**src/rtl/reg_op_sequencer.sv**
```systemverilog
`default_nettype none
// reg_op_sequencer -- IDLE/READ/EXEC/WRITE sequencer running one ALU op against an external register file.
// Rev 1.0 -- optional macro OVERFLOW_FLAG_EN adds a registered signed-overflow output for ADD/SUB.
module reg_op_sequencer #(
  parameter int num_bit_of_data   = 32,
  parameter int num_bit_of_column = 2
) (
  input  logic                         CLK,
  input  logic                         RST_n,
  input  logic                         Start,
  input  logic [2:0]                   Op,
  input  logic [num_bit_of_column-1:0] Src1,
  input  logic [num_bit_of_column-1:0] Src2,
  input  logic [num_bit_of_column-1:0] Dst,
  output logic                         Busy,
  output logic                         Done,
  output logic [num_bit_of_data-1:0]   Result,
  output logic                         Zero,
  output logic [num_bit_of_column-1:0] Out_Addr1,
  output logic [num_bit_of_column-1:0] Out_Addr2,
  input  logic [num_bit_of_data-1:0]   Data_out1,
  input  logic [num_bit_of_data-1:0]   Data_out2,
  output logic                         WE,
  output logic [num_bit_of_column-1:0] In_Addr,
  output logic [num_bit_of_data-1:0]   Data_in
`ifdef OVERFLOW_FLAG_EN
  ,
  output logic                         Overflow
`endif
);

  localparam logic [1:0] IDLE  = 2'd0;
  localparam logic [1:0] READ  = 2'd1;
  localparam logic [1:0] EXEC  = 2'd2;
  localparam logic [1:0] WRITE = 2'd3;

  localparam logic [2:0] OP_ADD = 3'b000;
  localparam logic [2:0] OP_SUB = 3'b001;
  localparam logic [2:0] OP_AND = 3'b010;
  localparam logic [2:0] OP_OR  = 3'b011;
  localparam logic [2:0] OP_XOR = 3'b100;
  localparam logic [2:0] OP_SLT = 3'b101;
  localparam logic [2:0] OP_SHL = 3'b110;
  localparam logic [2:0] OP_NOP = 3'b111;

  localparam int SHAMT_W = (num_bit_of_data > 1) ? $clog2(num_bit_of_data) : 1;

  logic [1:0]                   state;
  logic [1:0]                   next_state;
  logic [2:0]                   op_reg;
  logic [num_bit_of_column-1:0] dst_reg;
  logic [num_bit_of_data-1:0]   opnd_a;
  logic [num_bit_of_data-1:0]   opnd_b;
  logic [num_bit_of_data-1:0]   alu_result;
  logic                         is_nop;

  assign is_nop = (op_reg == OP_NOP);

  always_ff @(posedge CLK or negedge RST_n) begin
    if (!RST_n) begin
      state <= IDLE;
    end else begin
      state <= next_state;
    end
  end

  always_comb begin
    next_state = state;
    case (state)
      IDLE:    if (Start) next_state = READ;
      READ:    next_state = EXEC;
      EXEC:    next_state = WRITE;
      WRITE:   next_state = IDLE;
      default: next_state = IDLE;
    endcase
  end

  always_comb begin
    Busy = (state != IDLE);
    WE   = (state == WRITE) && !is_nop;
  end

  always_comb begin
    alu_result = '0;
    case (op_reg)
      OP_ADD:  alu_result = opnd_a + opnd_b;
      OP_SUB:  alu_result = opnd_a - opnd_b;
      OP_AND:  alu_result = opnd_a & opnd_b;
      OP_OR:   alu_result = opnd_a | opnd_b;
      OP_XOR:  alu_result = opnd_a ^ opnd_b;
      OP_SLT:  alu_result = {{(num_bit_of_data-1){1'b0}}, ($signed(opnd_a) < $signed(opnd_b))};
      OP_SHL:  alu_result = opnd_a << opnd_b[SHAMT_W-1:0];
      default: alu_result = '0;
    endcase
  end

  // Read addresses are the captured sources themselves, so they stay put outside READ.
  always_ff @(posedge CLK or negedge RST_n) begin
    if (!RST_n) begin
      op_reg    <= '0;
      dst_reg   <= '0;
      Out_Addr1 <= '0;
      Out_Addr2 <= '0;
      opnd_a    <= '0;
      opnd_b    <= '0;
      Result    <= '0;
      Zero      <= 1'b1;
      In_Addr   <= '0;
      Data_in   <= '0;
      Done      <= 1'b0;
    end else begin
      Done <= (state == WRITE);
      case (state)
        IDLE: begin
          if (Start) begin
            op_reg    <= Op;
            dst_reg   <= Dst;
            Out_Addr1 <= Src1;
            Out_Addr2 <= Src2;
          end
        end
        READ: begin
          opnd_a <= Data_out1;
          opnd_b <= Data_out2;
        end
        EXEC: begin
          if (!is_nop) begin
            Result  <= alu_result;
            Zero    <= (alu_result == '0);
            In_Addr <= dst_reg;
            Data_in <= alu_result;
          end
        end
        default: ;
      endcase
    end
  end

`ifdef OVERFLOW_FLAG_EN
  localparam int MSB = num_bit_of_data - 1;

  logic ovf_next;

  always_comb begin
    ovf_next = 1'b0;
    case (op_reg)
      OP_ADD:  ovf_next = (opnd_a[MSB] == opnd_b[MSB]) && (alu_result[MSB] != opnd_a[MSB]);
      OP_SUB:  ovf_next = (opnd_a[MSB] != opnd_b[MSB]) && (alu_result[MSB] != opnd_a[MSB]);
      default: ovf_next = 1'b0;
    endcase
  end

  always_ff @(posedge CLK or negedge RST_n) begin
    if (!RST_n) begin
      Overflow <= 1'b0;
    end else if ((state == EXEC) && !is_nop) begin
      Overflow <= ovf_next;
    end
  end
`endif

endmodule
`default_nettype wire

```
**config.mk**
```make
export PLATFORM = sky130hd
export DESIGN_NAME = reg_op_sequencer
export DESIGN_NICKNAME = d
export VERILOG_FILES = /design/src/rtl/reg_op_sequencer.sv
export SDC_FILE = /design/constraint.sdc
export NUM_CORES = 1
export LEC_CHECK = 0
export CAP_MARGIN = 20
export CELL_PAD_IN_SITES_DETAIL_PLACEMENT = 1
export CELL_PAD_IN_SITES_GLOBAL_PLACEMENT = 1
export CORE_AREA = 2 2 202 204
export DETAILED_ROUTE_END_ITERATION = 16
export DIE_AREA = 0 0 204 206
export GPL_TIMING_DRIVEN = 0
export PLACE_DENSITY_LB_ADDON = 0.2
export SETUP_SLACK_MARGIN = 0.15
export SLEW_MARGIN = 25
export SYNTH_ARGS = -nofsm -noshare
export SYNTH_HDL_FRONTEND = slang
export SYNTH_SLANG_ARGS = --single-unit
```
**constraint.sdc**
```tcl
create_clock -name CLK -period 5.01 [get_ports CLK]
set_input_delay 1.002 -clock CLK [delete_from_list [all_inputs] [get_ports CLK]]
set_output_delay 1.002 -clock CLK [all_outputs]
set_load 0.05 [all_outputs]
```
======== Word level (Yosys, flattened, before mapping) ========
Cells that the tools add are included.
word-level totals
  bits of input ports ..................... 76
  logic and storage cells ................. 41
  output and inout bits ................... 74
  flip-flop bits (word level) ............. 111
cells by class
  equality and inequality tests ........... 11
  $lt $le $gt $ge ......................... 1
  bitwise logic cells ..................... 4
  multiplexer cells ....................... 3
  reduce and logical (&&, ||, !) cells .... 8
  shift operators ......................... 1
  $add $sub $neg .......................... 2
operators by type and width
  cell                                                              number
  32-bit one-hot mux with 7 select lines                            1
  32-bit adder                                                      1
  32-bit bitwise AND                                                1
  32-bit logical NOT                                                1
  32-bit less-than comparator                                       1
  32-bit OR                                                         1
  32-bit by 5-bit left shift with 32-bit output                     1
  32-bit subtractor                                                 1
  32-bit XOR                                                        1
  3-bit == test (second input constant)                             4
  2-bit one-hot mux with 4 select lines                             1
  3-bit by 2-bit == test with 1-bit output (second input constant)  2
  2-bit == test (second input constant)                             2
  2-bit AND reduction                                               2
  3-bit by 1-bit == test with 1-bit output (second input constant)  1
  3-bit logical NOT                                                 1
  2-bit by 1-bit == test with 1-bit output (second input constant)  1
  2-bit logical NOT                                                 1
  2-bit 2-to-1 mux                                                  1
  2-bit inequality test (second input constant)                     1
  2-bit nonzero test                                                1
  1-bit logical AND                                                 1
  1-bit logical NOT                                                 1
  1-bit NOT                                                         1

======== Longest topological paths before layout ========
  depth after elaboration ................. 3
  mapped depth ............................ 18
  mapped depth without buffers ............ 14

======== Least setup slack after synthesis ========
Ideal clock, no wire load.
  kind .................................... flip-flop to flip-flop
  from .................................... reg opnd_b[1]
  to ...................................... reg Zero
  slack ................................... 469 ps
  arrival time ............................ 4450 ps
  data required time ...................... 4919 ps
  library setup time ...................... 91 ps
  buffers on the path ..................... 3
  stages on the path, launching flop included .. 17
  clock period less this slack ............ 4541 ps
  path through ............................ dfrtp_1 clkbuf_1 inv_2 buf_1 clkbuf_1 ha_1 a211oi_1 o211ai_1 nand3_1 a31oi_1 and3_1 o31ai_2 mux2i_1 a311o_1 or4_1 or4_1 o31ai_1
on the way
  cells in the longest elaborated chain, start to end .. 3
  elaborated cells on any way between the ends .. 9
  classes of those cells .................. add/sub: 2; order compare: 1; shift: 1; mux: 1; bitwise: 3; reduce/logical: 1
ends and longest elaborated chain
  item                                       RTL line  RTL
  from (decl)                                53        logic [num_bit_of_data-1:0] opnd_b;
  from (signal assigned)                     124       opnd_b <= Data_out2;
  32-bit subtractor (tied with other cells)  87        OP_SUB: alu_result = opnd_a - opnd_b;
  32-bit one-hot mux with 7 select lines *   85        case (op_reg)
  32-bit logical NOT *                       129       Zero <= (alu_result == '0);
  to (signal assigned)                       129
  to (decl)                                  18        output logic Zero,
Mark *: on every way between the ends. The rest lies on a longest branch, timed or not.
A chain may end at the register's enable or synchronous reset.

======== Worst setup path in the final report ========
  from .................................... reg opnd_b[4]
  to ...................................... reg Zero
Same word-level chain as after synthesis.

==> results.py <==
metrics = {
    "setup_path": {
        "critical_path_peak_fanout": 10,
        "regToRegSetupSlack_ps": 180,
        "path_class": "flip-flop to flip-flop",
        "crit_top_cell": "or4_1",
        "cp-start-kind": "flip-flop",
        "rr_startpoint": "opnd_b[4]$_DFFE_PN0N_",
        "cp.buffers_inverters": 2,
        "crit_path_end_kind": "flip-flop",
        "r2r-end": "Zero$_DFFE_PN1P_",
        "crit_required_ps": 5310,
        "critPathMaxStageDelay_ps": 540,
        "cp.arrival_ps": 5130,
        "rr_worst_depth": 14,
        "slowest_stage": "or4_1",
        "cp_top_family": "compound AO/OA/AOI/OAI gates",
        "crit_chain": "inv_1, ha_1, clkbuf_2, a21o_1, a221oi_4, o221ai_2, o21ai_2, o2111ai_1, o21ai_0, nor4_1, nand4bb_4, or4_1, or4_1, o31ai_1",
    },
    "die": {
        "start_util_pct": 29.41,
        "die_h_um": 206,
        "die_w_um": 204,
        "io_pins": 150,
        "rows": 74,
        "die_area_mm2": 0.04202,
        "core_mm2": 0.04018,
    },
    "finish": {
        "drive_gt1_share_pct": 14.03,
        "final_util_pct": 36.71,
        "fillers": 4823,
        "syn_to_final_growth_pct": 24.84,
        "num-nets-final": 1811,
        "multi_input_area_mm2": 0.008224,
        "stdcell_count": 2165,
        "top_regs": "Data_in x32, opnd_a x32, opnd_b x32",
        "design_area_mm2": 0.01475,
        "seq_area_mm2": 0.002789,
    },
    "global_routing": {
        "grt_max_degree": 63,
        "antenna_found_initial": 1,
        "overflow": 0,
        "track_usage_pct": 29.16,
        "grt_pass1_vias": 12650,
        "grt_pass1_wl_mm": 88.91,
    },
    "yosys": {
        "syn-num-nets": 1642,
        "ys_ff_latch": 111,
        "synth_edf_count": 0,
        "ys_warn_count": 0,
        "synthFlopType": "dfrtp_1",
        "ys_seq_area_share_pct": 23.52,
        "synth.avg_cell_area_um2": 8.105,
        "synthCells": 1458,
        "synthArstFlopShare_pct": 100.0,
        "netlist_area_mm2": 0.01182,
        "ys_types": 93,
    },
    "routing": {
        "drt-initial-drc-count": 1177,
        "drc_errors": 0,
        "vias_per_cell": 5.813,
        "wl_per_cell_um": 28.18,
        "ant_nets": 0,
        "routed_wl_mm": 61.00,
        "vias": 12590,
        "dr.pass1.iters": 5,
    },
    "timing": {
        "finalSetupViolations": 0,
        "fin_crit_ps": 4828,
        "finalHoldViolCount": 0,
        "fmax_mhz": 207.1,
        "slew_viol_final": 0,
        "finalCritPeriodShare_pct": 96.37,
        "tightest_slew_ps": 1072,
        "whs_ps": 474.0,
        "fin_worst_skew_ps": 36.38,
        "rsz0062_at_grt": "true",
        "max-slew-margin-rel_pct": 28.52,
    },
    "placed_design": {
        "port-buffer-count": 149,
        "dp.cells": 2140,
        "hpwl_mm": 48.66,
        "placed_area_mm2": 0.01402,
        "place_congestion": 0.9447,
    },
    "cts": {
        "clock_sinks": 111,
        "hold_buffers": 0,
        "worstSkewPairLatency_ps": 420,
        "htree_levels": 3,
        "cts_root_buf": "clkbuf_16",
        "clk_transition_reported_paths_ps": 70,
        "cts_made_buffers": 9,
        "cts_tree": "built",
        "max-clock-path-buffers": 2,
    },
    "min_path": {
        "min_to": "Zero$_DFFE_PN1P_",
        "hp-start": "Zero$_DFFE_PN1P_",
        "hold_path.class": "flip-flop to flip-flop",
        "whs_path_depth": 2,
    },
    "outcome": {
        "status": "completed",
    },
    "job": {
        "cap_violations": 0,
    },
}
[area by class of cell]
type,count,share of cell area (%)
Antenna cell,1,0.01696
Sequential cell,111,18.90
Inverter,104,2.705
Clock buffer,11,1.645
Multi-Input combinational cell,1111,55.75
Buffer,131,5.241
Clock inverter,5,0.4410
Tap cell,532,4.512
Timing Repair Buffer,159,10.79
[how the worst max path moves through the flow]
| stage | from | slack [ps] | endpoint | depth (start not counted) |
|---|---|---|---|---|
| detailed placement | opnd_b[1]$_DFFE_PN0N_ | -1430 | Zero$_DFFE_PN1P_ | 16 |
| global placement | RST_n | -1730 | opnd_a[8]$_DFFE_PN0N_ | 1 |
| CTS | opnd_b[1]$_DFFE_PN0N_ | -20 | Zero$_DFFE_PN1P_ | 16 |
| global route | opnd_a[12]$_DFFE_PN0N_ | 100 | Zero$_DFFE_PN1P_ | 13 |
| finish | opnd_b[4]$_DFFE_PN0N_ | 180 | Zero$_DFFE_PN1P_ | 14 |
| floorplan | opnd_b[1]$_DFFE_PN0N_ | 470 | Zero$_DFFE_PN1P_ | 16 |
[repair_timing]
| action | in CTS | in global routing |
|---|---|---|
| gates resized for setup | 57 | 52 |
| endpoints found under the setup margin | 27 | 2 |
| buffers inserted | 6 | 3 |
| pin swaps | 6 | 8 |
[synth_stat cells, types with 4 or more instances]
cell,number,area [um2]
nand2b_1,7,43.79
a21oi_1,96,480.5
dfrtp_1,110,2753
o21bai_1,15,112.6
o311ai_0,5,43.79
o31ai_1,13,97.59
buf_6,4,45.04
a211oi_1,15,112.6
and3_1,9,56.30
inv_1,102,382.9
or2_2,8,50.05
o22a_1,8,70.07
mux2_2,34,382.9
nor2b_1,16,100.1
xnor2_1,19,166.4
o22ai_1,21,131.4
buf_2,10,50.05
o2111ai_1,7,61.31
mux4_2,24,540.5
ha_1,106,1326
buf_4,33,247.7
o221ai_1,9,78.83
clkbuf_1,69,259.0
nand3_1,21,105.1
nor3_1,37,185.2
a31oi_1,13,81.33
nand4_1,9,56.30
a31o_2,4,35.03
nor2_1,89,334.1
o31a_1,8,70.07
o211a_1,5,50.05
a22oi_1,32,240.2
o211ai_1,16,120.1
a221oi_1,7,61.31
or4_1,4,30.03
o21ai_0,133,665.6
buf_1,15,56.30
o21ai_1,6,30.03
a21o_1,18,135.1
o21a_1,6,45.04
mux2i_1,34,340.3
or3_1,4,25.02
nand2_1,163,611.8
nor4_1,12,75.07
[cells in the final DEF, fill, tap and decap left out, types with 21 or more instances in the layout]
master,instances
dfrtp_1,102
inv_1,101
ha_1,105
buf_4,43
nor3_1,36
o22ai_1,21
clkdlybuf4s50_1,148
mux2_2,34
a21oi_1,93
a22oi_1,32
nand2_1,163
mux4_2,24
nor2_1,87
o21ai_0,130
clkbuf_1,53
mux2i_1,34
[per-layer routing]
layer  vias to the layer above  track usage [%]  wire, um
met5                         -                0         0
met4                         0            10.97      2091
li1                       5611                -         -
met2                       502            46.78     27730
met1                      6371            39.46     27230
met3                       102            4.573      3942
[cell families (layout without fill, tap and decap cells)]
family	after synthesis	after routing	share of synthesized area, %
AOI/OAI and AO/OA	489	489	27.42
and+or+nand+nor	396	396	15.50
buffers and inverters	236	410	9.042
DFF	111	111	23.52
adders and majority gates	108	108	11.56
muxes	96	96	11.33
xor gates and xnor gates	22	22	1.631
other	0	1	0
[per-stage QoR]
step / setup TNS, ps / worst slack, ps
floorplan: 0 / 469.4
global placement: -199430 / -1730
detailed placement: -11390 / -1431
CTS: -23.15 / -23.15
global route: 0 / 101.1
finish: 0 / 181.9
[worst reg2reg max path, stage by stage, from the launching register on]
cell,delay (ps)
dfrtp_1,530
inv_1,240
ha_1,320
clkbuf_2,230
a21o_1,240
a221oi_4,510
o221ai_2,280
o21ai_2,340
o2111ai_1,140
o21ai_0,310
nor4_1,130
nand4bb_4,290
or4_1,540
or4_1,410
o31ai_1,240
Power is not shown: default switching activity piles up to over one toggle a cycle in this logic, so the estimate is an artifact.
